[config.mk]
export PLATFORM = sky130hd
export DESIGN_NAME = truth_table_bist
export DESIGN_NICKNAME = d
export VERILOG_FILES = /design/src/rtl/truth_table_bist_pkg.sv /design/src/rtl/truth_table_bist_tt_compare.sv /design/src/rtl/truth_table_bist.sv
export SDC_FILE = /design/constraint.sdc
export NUM_CORES = 1
export LEC_CHECK = 0
export BUFFER_PORTS_ARGS = -buffer_cell sky130_fd_sc_hd__buf_2
export CAP_MARGIN = 10
export CORE_AREA = 8 8 69 71
export DETAILED_ROUTE_END_ITERATION = 10
export DIE_AREA = 0 0 77 79
export HOLD_SLACK_MARGIN = 0.15
export PLACE_DENSITY = 0.76
export SKIP_CTS_REPAIR_TIMING = 1
export SLEW_MARGIN = 20
export SYNTH_ARGS = -nofsm -noshare
export SYNTH_HDL_FRONTEND = slang
export SYNTH_HIERARCHICAL = 1
export SYNTH_SLANG_ARGS = --single-unit
[constraint.sdc]
create_clock -name clk -period 2.3 [get_ports clk]
set_input_delay 0.23 -clock clk [delete_from_list [all_inputs] [get_ports clk]]
set_output_delay 0.23 -clock clk [all_outputs]
set_load 0.02 [all_outputs]
[src/rtl/truth_table_bist_pkg.sv]
// Shared types and constants for the truth-table self-test checker.
package truth_table_bist_pkg;

    localparam int unsigned NUM_VEC = 16;
    localparam int unsigned IDX_W   = 4;
    localparam int unsigned CNT_W   = 4;
    localparam int unsigned ERR_W   = 5;

    localparam logic [NUM_VEC-1:0] DEF_EXP_X = 16'hCF00;
    localparam logic [NUM_VEC-1:0] DEF_EXP_Y = 16'h0F54;

    typedef enum logic [1:0] {
        IDLE = 2'd0,
        RUN  = 2'd1,
        DONE = 2'd2
    } state_e;

    // Accumulated sweep results, cleared together on every launch.
    typedef struct packed {
        logic [ERR_W-1:0]   err_count;
        logic [NUM_VEC-1:0] fail_mask;
        logic [IDX_W-1:0]   first_fail;
        logic               first_fail_vld;
    } result_t;

endpackage

[src/rtl/truth_table_bist_tt_compare.sv]
// Truth-table lookup: flags a response that differs from the expected x/y for the applied vector.
module tt_compare
    import truth_table_bist_pkg::*;
#(
    parameter logic [NUM_VEC-1:0] EXP_X = DEF_EXP_X,
    parameter logic [NUM_VEC-1:0] EXP_Y = DEF_EXP_Y
) (
    input  logic [IDX_W-1:0] stim,
    input  logic             resp_x,
    input  logic             resp_y,
    output logic             mismatch
);

    // Either output disagreeing with the table fails the vector.
    assign mismatch = (resp_x != EXP_X[stim]) || (resp_y != EXP_Y[stim]);

endmodule

[src/rtl/truth_table_bist.sv]
// Exhaustive 16-vector sweep of a 4-in/2-out function with pass/fail reporting.
module truth_table_bist
    import truth_table_bist_pkg::*;
#(
    parameter logic [NUM_VEC-1:0] EXP_X      = DEF_EXP_X,
    parameter logic [NUM_VEC-1:0] EXP_Y      = DEF_EXP_Y,
    parameter int unsigned        SETTLE_CYC = 2
) (
    input  logic                 clk,
    input  logic                 rst_n,
    input  logic                 start,
    output logic [IDX_W-1:0]     stim,
    input  logic                 resp_x,
    input  logic                 resp_y,
    output logic                 busy,
    output logic                 done,
    output logic                 pass,
    output logic [ERR_W-1:0]     err_count,
    output logic [NUM_VEC-1:0]   fail_mask,
    output logic [IDX_W-1:0]     first_fail,
    output logic                 first_fail_vld
);

    localparam logic [IDX_W-1:0] LAST_IDX = IDX_W'(NUM_VEC - 1);
    localparam logic [CNT_W-1:0] SETTLE   = CNT_W'(SETTLE_CYC);

    state_e           state_q, state_d;
    logic [IDX_W-1:0] stim_q, stim_d;
    logic [CNT_W-1:0] cnt_q, cnt_d;
    result_t          res_q, res_d;
    logic             busy_q, busy_d;
    logic             done_q, done_d;
    logic             pass_q, pass_d;

    logic launch;
    logic sample;
    logic mismatch;

    tt_compare #(
        .EXP_X (EXP_X),
        .EXP_Y (EXP_Y)
    ) u_cmp (
        .stim     (stim_q),
        .resp_x   (resp_x),
        .resp_y   (resp_y),
        .mismatch (mismatch)
    );

    // Start is honoured only when no sweep is in flight; sampling happens on the last settle cycle.
    assign launch = start && ((state_q == IDLE) || (state_q == DONE));
    assign sample = (state_q == RUN) && (cnt_q == SETTLE);

    // State register.
    always_ff @(posedge clk or negedge rst_n) begin
        if (!rst_n) begin
            state_q <= IDLE;
        end else begin
            state_q <= state_d;
        end
    end

    // Next-state logic.
    always_comb begin
        state_d = state_q;
        case (state_q)
            IDLE:    if (launch) state_d = RUN;
            RUN:     if (sample && (stim_q == LAST_IDX)) state_d = DONE;
            DONE:    if (launch) state_d = RUN;
            default: state_d = IDLE;
        endcase
    end

    // Output/datapath next values: launch clears, each sample folds in one vector result.
    always_comb begin
        stim_d = stim_q;
        cnt_d  = cnt_q;
        res_d  = res_q;
        busy_d = busy_q;
        done_d = done_q;
        pass_d = pass_q;
        if (launch) begin
            stim_d = '0;
            cnt_d  = '0;
            res_d  = '0;
            busy_d = 1'b1;
            done_d = 1'b0;
            pass_d = 1'b0;
        end else if (state_q == RUN) begin
            cnt_d = cnt_q + CNT_W'(1);
            if (sample) begin
                cnt_d = '0;
                if (mismatch) begin
                    res_d.err_count         = res_q.err_count + ERR_W'(1);
                    res_d.fail_mask[stim_q] = 1'b1;
                    if (!res_q.first_fail_vld) begin
                        res_d.first_fail     = stim_q;
                        res_d.first_fail_vld = 1'b1;
                    end
                end
                if (stim_q != LAST_IDX) begin
                    stim_d = stim_q + IDX_W'(1);
                end else begin
                    busy_d = 1'b0;
                    done_d = 1'b1;
                    pass_d = (res_d.err_count == '0);
                end
            end
        end
    end

    // Datapath registers.
    always_ff @(posedge clk or negedge rst_n) begin
        if (!rst_n) begin
            stim_q <= '0;
            cnt_q  <= '0;
            res_q  <= '0;
            busy_q <= 1'b0;
            done_q <= 1'b0;
            pass_q <= 1'b0;
        end else begin
            stim_q <= stim_d;
            cnt_q  <= cnt_d;
            res_q  <= res_d;
            busy_q <= busy_d;
            done_q <= done_d;
            pass_q <= pass_d;
        end
    end

    assign stim           = stim_q;
    assign busy           = busy_q;
    assign done           = done_q;
    assign pass           = pass_q;
    assign err_count      = res_q.err_count;
    assign fail_mask      = res_q.fail_mask;
    assign first_fail     = res_q.first_fail;
    assign first_fail_vld = res_q.first_fail_vld;

endmodule

==> metrics.txt, run 1 <==
run status=completed; Die Height=79 µm; Pre-Repair DR Iteration Count=4; layout cells sized above 1=between 20% and 30%; CTS Sinks=39; critical path fanouts, max=10; CTS root buf=clkbuf_8; crit path time final=about 2.1 ns; FP Rows=23; area grow syn2layout=19.51%; initial antenna violation count=0; clock transition at the registers of the reported paths=about 0.080 ns; Mapped Avg Cell Area=10.64 µm²; largest net degree at the start of global routing=40; Leak=0.001130 µW; Setup Crit Path Kind=flip-flop to flip-flop; HP Class=input pin to flip-flop; worst endpoint required time=2.54 ns; r2r endpoint=fail_mask[10]; RSZ-0062 raised after global routing=false; max_slew headroom=43.49%; TNS Setup=0 ns; gpl congestion=between 0.8 and 0.9; peak supply drop=0.5823 mV; critical path data arrival time=2.35 ns; first-pass GRT wire length=approximately 7100 µm; r2r setup slk=0.19 ns; Final setup viols=0; Primary FF master, synth=dfrtp_1; Synth Instances=about 180; Antenna diodes=0; R2R depth=7; flops & latches, synth=39; WL final=4218 µm; synth unique cells=42; final worst clock skew=0.004267 ns; total track usage=between 10% and 20%; asr flop ratio synth=between 90% and 100%; Max Slew Vio Count=0; Die Width=77 µm; final antenna-violating net count=0; EDFF count, synth=0; IO Port Bufs=37; CP endpoint kind=flip-flop; reg2reg start=stim[3]; initial core utilization=about half; core area=3799 µm²; via count=between 1.5k and 2k; Hold Startpoint=start; sequential share of the synthesized area=about half; Clk Latency, worst-skew pair=just under 0.3 ns; Final Hold Vio Count=0; Avg WL per Cell=approximately 16 µm; DRC errors left=0; Mapped Area=1904 µm²; fin crit share=91.90%; DPL Wire Length=3072 µm; CTS tree=built; final net count=233; Min-Delay Endpoint=state_q[1]; DRT iter0 DRCs=140; Post-Route Utilization=59.91%; Ys Warns=6; Max H-tree Level=2; Tightest Pin Transition=0.8476 ns; vias in the first global route=1427; CP Launch Type=flip-flop; # Max-Cap Violations=0; Hold Crit Depth=2; Power Dens Cells=1282 nW/µm²; DR vias/cell=approximately 5.6; Fmax achieved=~470 MHz; Max clock buf depth=2; Ports=38; grt ovf=0; Synth Net Count=~190; Num CTS Buffers=5; DIE AREA=6083 µm²
cell usage in the layout, fill, tap and decap left out, types with 6 or more instances in the layout:
cell / Yosys / layout
buf_4: 0 / 6
a22o_1: 13 / 13
nor2_1: 12 / 12
nand3_1: 9 / 9
o21ai_0: 13 / 13
buf_2: 0 / 37
dfrtp_1: 39 / 39
ha_1: 7 / 7
nand2_1: 18 / 18
clkbuf_8: 0 / 6
metrics by stage:
stage	setup WS [ns]	instance area [µm²]	total power, µW	hold slack [ns]	std cells
6_report	0.1863	2276	2918	0.1672	272
3_3_place_gp	0.2755	2148	2317	0.3794	263
3_5_place_dp	0.2194	2148	2344	0.3896	263
4_1_cts	0.1899	2266	2949	0.06163	271
5_1_grt	0.03988	2276	3128	0.1626	272
2_1_floorplan	0.3219	1904	1962	-0.06559	179
layer usage:
layer | up-vias | routed length, µm | GRT usage, %
met5 | - | 0 | 0
met4 | 0 | 86 | 7.925
met3 | 7 | 308 | 4.966
met2 | 39 | 1959 | 21.92
met1 | 745 | 1863 | 18.13
li1 | 727 | - | -
flip-flops by register name, summed over array words and instances, names as in the netlist:
name,count
first_fail_vld,1
state_q,2
err_count,5
busy,1
cnt_q,4
stim,4
fail_mask,16
pass,1
done,1
first_fail,4
worst max-delay path by stage:
stage,startpoint,to,slack [ns],depth (start not counted)
4_1_cts,stim[3],fail_mask[10],0.19,7
3_3_place_gp,stim[3],fail_mask[14],0.28,7
6_report,stim[3],fail_mask[10],0.19,7
5_1_grt,stim[3],first_fail[0],0.04,6
3_5_place_dp,stim[3],fail_mask[2],0.22,7
2_1_floorplan,stim[1],fail_mask[9],0.32,8
final cells by class:
class	count	area, µm²
Tap cell	50	62.56
Clock buffer	6	82.58
Fill cell	358	1523
Sequential cell	39	975.9
Multi-Input combinational cell	126	860.8
Inverter	5	18.77
Timing Repair Buffer	44	240.2
Clock inverter	2	35.03
kinds of logic (layout without fill, tap and decap cells):
family	Yosys count	in the layout	synth area share (%)
AO/OA/AOI/OAI	42	42	15.44
XOR/XNOR	5	5	2.300
adder cells (fa/ha/maj)	7	7	4.599
buffers and inverters	14	57	3.548
flip-flops	39	39	51.25
multiplexers	3	3	1.643
AND/OR/NAND/NOR	69	69	21.22
where the power goes:
group | switching, µW | internal [µW] | leakage [µW]
sequential | 217 | 901 | 0.000509
combinational | 733 | 477 | 0.000559
clock | 240 | 351 | 0.0000612
total | 1190 | 1730 | 0.00113
Yosys cell counts, types with 2 or more instances:
cell type	n	area (µm²)
nand3_1	9	45.04
nand2b_1	3	18.77
a31oi_1	4	25.02
nand4_1	3	18.77
and2_1	2	12.51
xor2_1	4	35.03
nand2_1	18	67.56
mux2i_1	2	20.02
dfrtp_1	39	975.9
nor2b_1	3	18.77
clkbuf_1	7	26.28
nor2_1	12	45.04
a22o_1	13	113.9
buf_6	2	22.52
o211ai_1	2	15.01
ha_1	7	87.58
o21ai_0	13	65.06
and3_1	2	12.51
nor3b_1	3	22.52
a21oi_1	3	15.01
inv_1	5	18.77
nor4_1	2	12.51
and2_4	2	17.52
critical path, cell delays in order, from the launching register on:
cell      delay [ns]
dfrtp_1         0.50
and4bb_1        0.26
nor3_2          0.15
o221a_2         0.30
inv_1           0.12
nor3_4          0.33
and2_1          0.25
a22o_1          0.15
Power figures use the tool's default switching activity.
==> run 2, diff against run 1 <==
--- a/config.mk
+++ b/config.mk
@@ -7,11 +7,11 @@
 export LEC_CHECK = 0
 export BUFFER_PORTS_ARGS = -buffer_cell sky130_fd_sc_hd__buf_2
 export CAP_MARGIN = 10
-export CORE_AREA = 8 8 69 71
+export CORE_AREA = 8 8 93 53
 export DETAILED_ROUTE_END_ITERATION = 10
-export DIE_AREA = 0 0 77 79
+export DIE_AREA = 0 0 101 61
 export HOLD_SLACK_MARGIN = 0.15
-export PLACE_DENSITY = 0.76
+export PLACE_DENSITY = 0.78
 export SKIP_CTS_REPAIR_TIMING = 1
 export SLEW_MARGIN = 20
 export SYNTH_ARGS = -nofsm -noshare
==> run 2 against run 1 <==
Net effect: clock skew rose by 0.0071 ns; design area shrank 0.55%; register-to-register slack hardly changed; flip-flop and latch count did not move; worst setup slack got worse by 0.012 ns; combinational power up 5%; die area rose by 1.3%; sequential share of layout area up 0.24 points; final cell count grew 2.2%; global-route usage is 1.5 points higher; maximum frequency shrank 0.58%; via count is 1.8% higher.
==> metrics.txt, run 2 (synthesis results as in run 1) <==
run status=completed; via count=1545 (+1.8%); r2r endpoint=fail_mask[6]; CTS Sinks=39 (unchanged); layout cells sized above 1=28.13% (+0.20 points); CTS tree=built; worst endpoint required time=2.53 ns (about the same); final worst clock skew=0.01134 ns (+0.007075 ns); worst-path cell chain=and4bb_1 > nor3_2 > o221a_2 > inv_1 > nor3_4 > and2_1 > a22o_1; sequential standard cell area=975.9 µm² (unchanged); total track usage=16.12% (+1.5 points); Die Height=61 µm (-23%); Max clock buf depth=2 (unchanged); Clk Latency, worst-skew pair=0.29 ns (about the same); Setup crit start=stim[3]; Tightest Pin Transition=0.8574 ns (+0.009761 ns); Leak=0.001121 µW (-0.73%); post-placement cell area=2153 µm² (+0.23%); Final setup viols=0 (unchanged); critical path data arrival time=2.36 ns (about the same); fin crit share=92.44% (+0.54 points); Die Width=101 µm (+31%); DRT iter0 DRCs=79 (-44%); number of flip-flops in the largest register=16 (unchanged); largest net degree at the start of global routing=40 (unchanged); Ports=38 (unchanged); Pre-Repair DR Iteration Count=5 (+1); # Max-Cap Violations=0 (unchanged); design area=2263 µm² (-0.55%); first-pass GRT wire length=7624 µm (+6.8%); initial antenna violation count=0 (unchanged); Setup Crit Path Kind=flip-flop to flip-flop; area grow syn2layout=18.86%; CP Launch Type=flip-flop; Power Dens Cells=1257 nW/µm² (-2.0%); Worst path top cell family by delay=simple AND/OR/NAND/NOR gates; IO Port Bufs=37 (unchanged); Antenna diodes=0 (unchanged); Fill cells=335 (-6.4%); peak supply drop=0.6508 mV (+12%); crit path time final=2.126 ns (+0.01241 ns); area of the multi-input gates=860.8 µm² (unchanged); r2r setup slk=0.17 ns (about the same); CP endpoint kind=flip-flop; Avg WL per Cell=16.47 µm (+6.2%); gpl congestion=0.7993 (-0.25%); final antenna-violating net count=0 (unchanged); reg2reg start=stim[3]; final net count=235 (+0.86%); Max Slew Vio Count=0 (unchanged); vias in the first global route=1495 (+4.8%); CP bufs+invs=1 (unchanged); Num CTS Buffers=5 (unchanged); Fmax achieved=470.3 MHz (-0.58%); Levels on crit path=7 (unchanged); worst setup path endpoint=fail_mask[6]; core area=3684 µm² (-3.0%); DR vias/cell=5.558 (-0.42%); WL final=4579 µm (+8.6%); most common library cell in the layout ignoring fill and taps=dfrtp_1; slowest CP cell=dfrtp_1; max_slew headroom=42.84% (-0.65 points); Max H-tree Level=2 (unchanged); most frequent cells in the layout=dfrtp_1, buf_2, nand2_1; R2R depth=7 (unchanged); DPL Wire Length=3253 µm (+5.9%); critical path fanouts, max=10 (unchanged); HP Class=input pin to flip-flop; Hold Slack=0.1801 ns (+0.01291 ns); clock transition at the registers of the reported paths=0.08 ns (about the same); grt ovf=0 (unchanged); DIE AREA=6161 µm² (+1.3%); DRC errors left=0 (unchanged); Max stage delay on crit path=0.50 ns (about the same); CTS root buf=clkbuf_8; Final Hold Vio Count=0 (unchanged); initial core utilization=51.70% (+1.6 points); FP Rows=16 (-30%)
-- run 2: changes by cell type in the layout (fill, tap and decap cells not counted) --
| cell | change |
|---|---|
| buf_4 | +2 |
| bufinv_16 | -1 |
| clkbuf_1 | +1 |
| clkbuf_8 | -1 |
| clkinvlp_4 | +1 |
-- run 2: how the worst min path moves through the flow --
| stage | from | end | slack [ns] | cells after the start |
|---|---|---|---|---|
| 2_1_floorplan | rst_n | busy | -0.07 | 0 |
| 3_3_place_gp | rst_n | cnt_q[0] | 0.39 | 1 |
| 3_5_place_dp | rst_n | cnt_q[0] | 0.38 | 1 |
| 4_1_cts | rst_n | err_count[1] | 0.07 | 1 |
| 5_1_grt | start | state_q[1] | 0.18 | 2 |
| 6_report | start | state_q[1] | 0.18 | 2 |
-- run 2: routing by layer --
layer	up-vias	GRT usage, %	wire length, µm
met3	4	5.034	277
met5	-	0	0
met4	0	5.660	42
met1	760	23.11	2295
li1	734	-	-
met2	47	22.08	1964
-- run 2: power breakdown --
group / switching [µW] / internal [µW]
sequential: 222 / 901
clock: 237 / 212
combinational: 778 / 496
total: 1240 / 1610
-- run 2: worst register-to-register path: stages, from the launching register on --
cell and delay [ns]:
dfrtp_1 0.50, and4bb_1 0.26, nor3_2 0.15, o221a_2 0.30
inv_1 0.13, nor3_4 0.31, and2_1 0.27, a22o_1 0.15
-- run 2: area by class of cell --
class | count | share of cell area (%)
well taps | 54 | 2.985
multi-input cells | 126 | 38.03
clock inverters | 2 | 0.5528
repair buffers | 46 | 11.28
clock buffers | 6 | 3.206
flip-flops and latches | 39 | 43.12
inverters | 5 | 0.8292
-- run 2: per-stage QoR --
step	total power [µW]	worst slack (ns)	util (%)	instances	setup TNS, ns
floorplan	1962	0.3219	-	179	0
global placement	2327	0.2697	58.46	267	0
detailed placement	2360	0.1623	58.46	267	0
CTS	2825	0.1518	60.77	275	0
global route	3047	-0.01082	61.45	278	-0.02370
finish	2846	0.1739	61.45	278	0
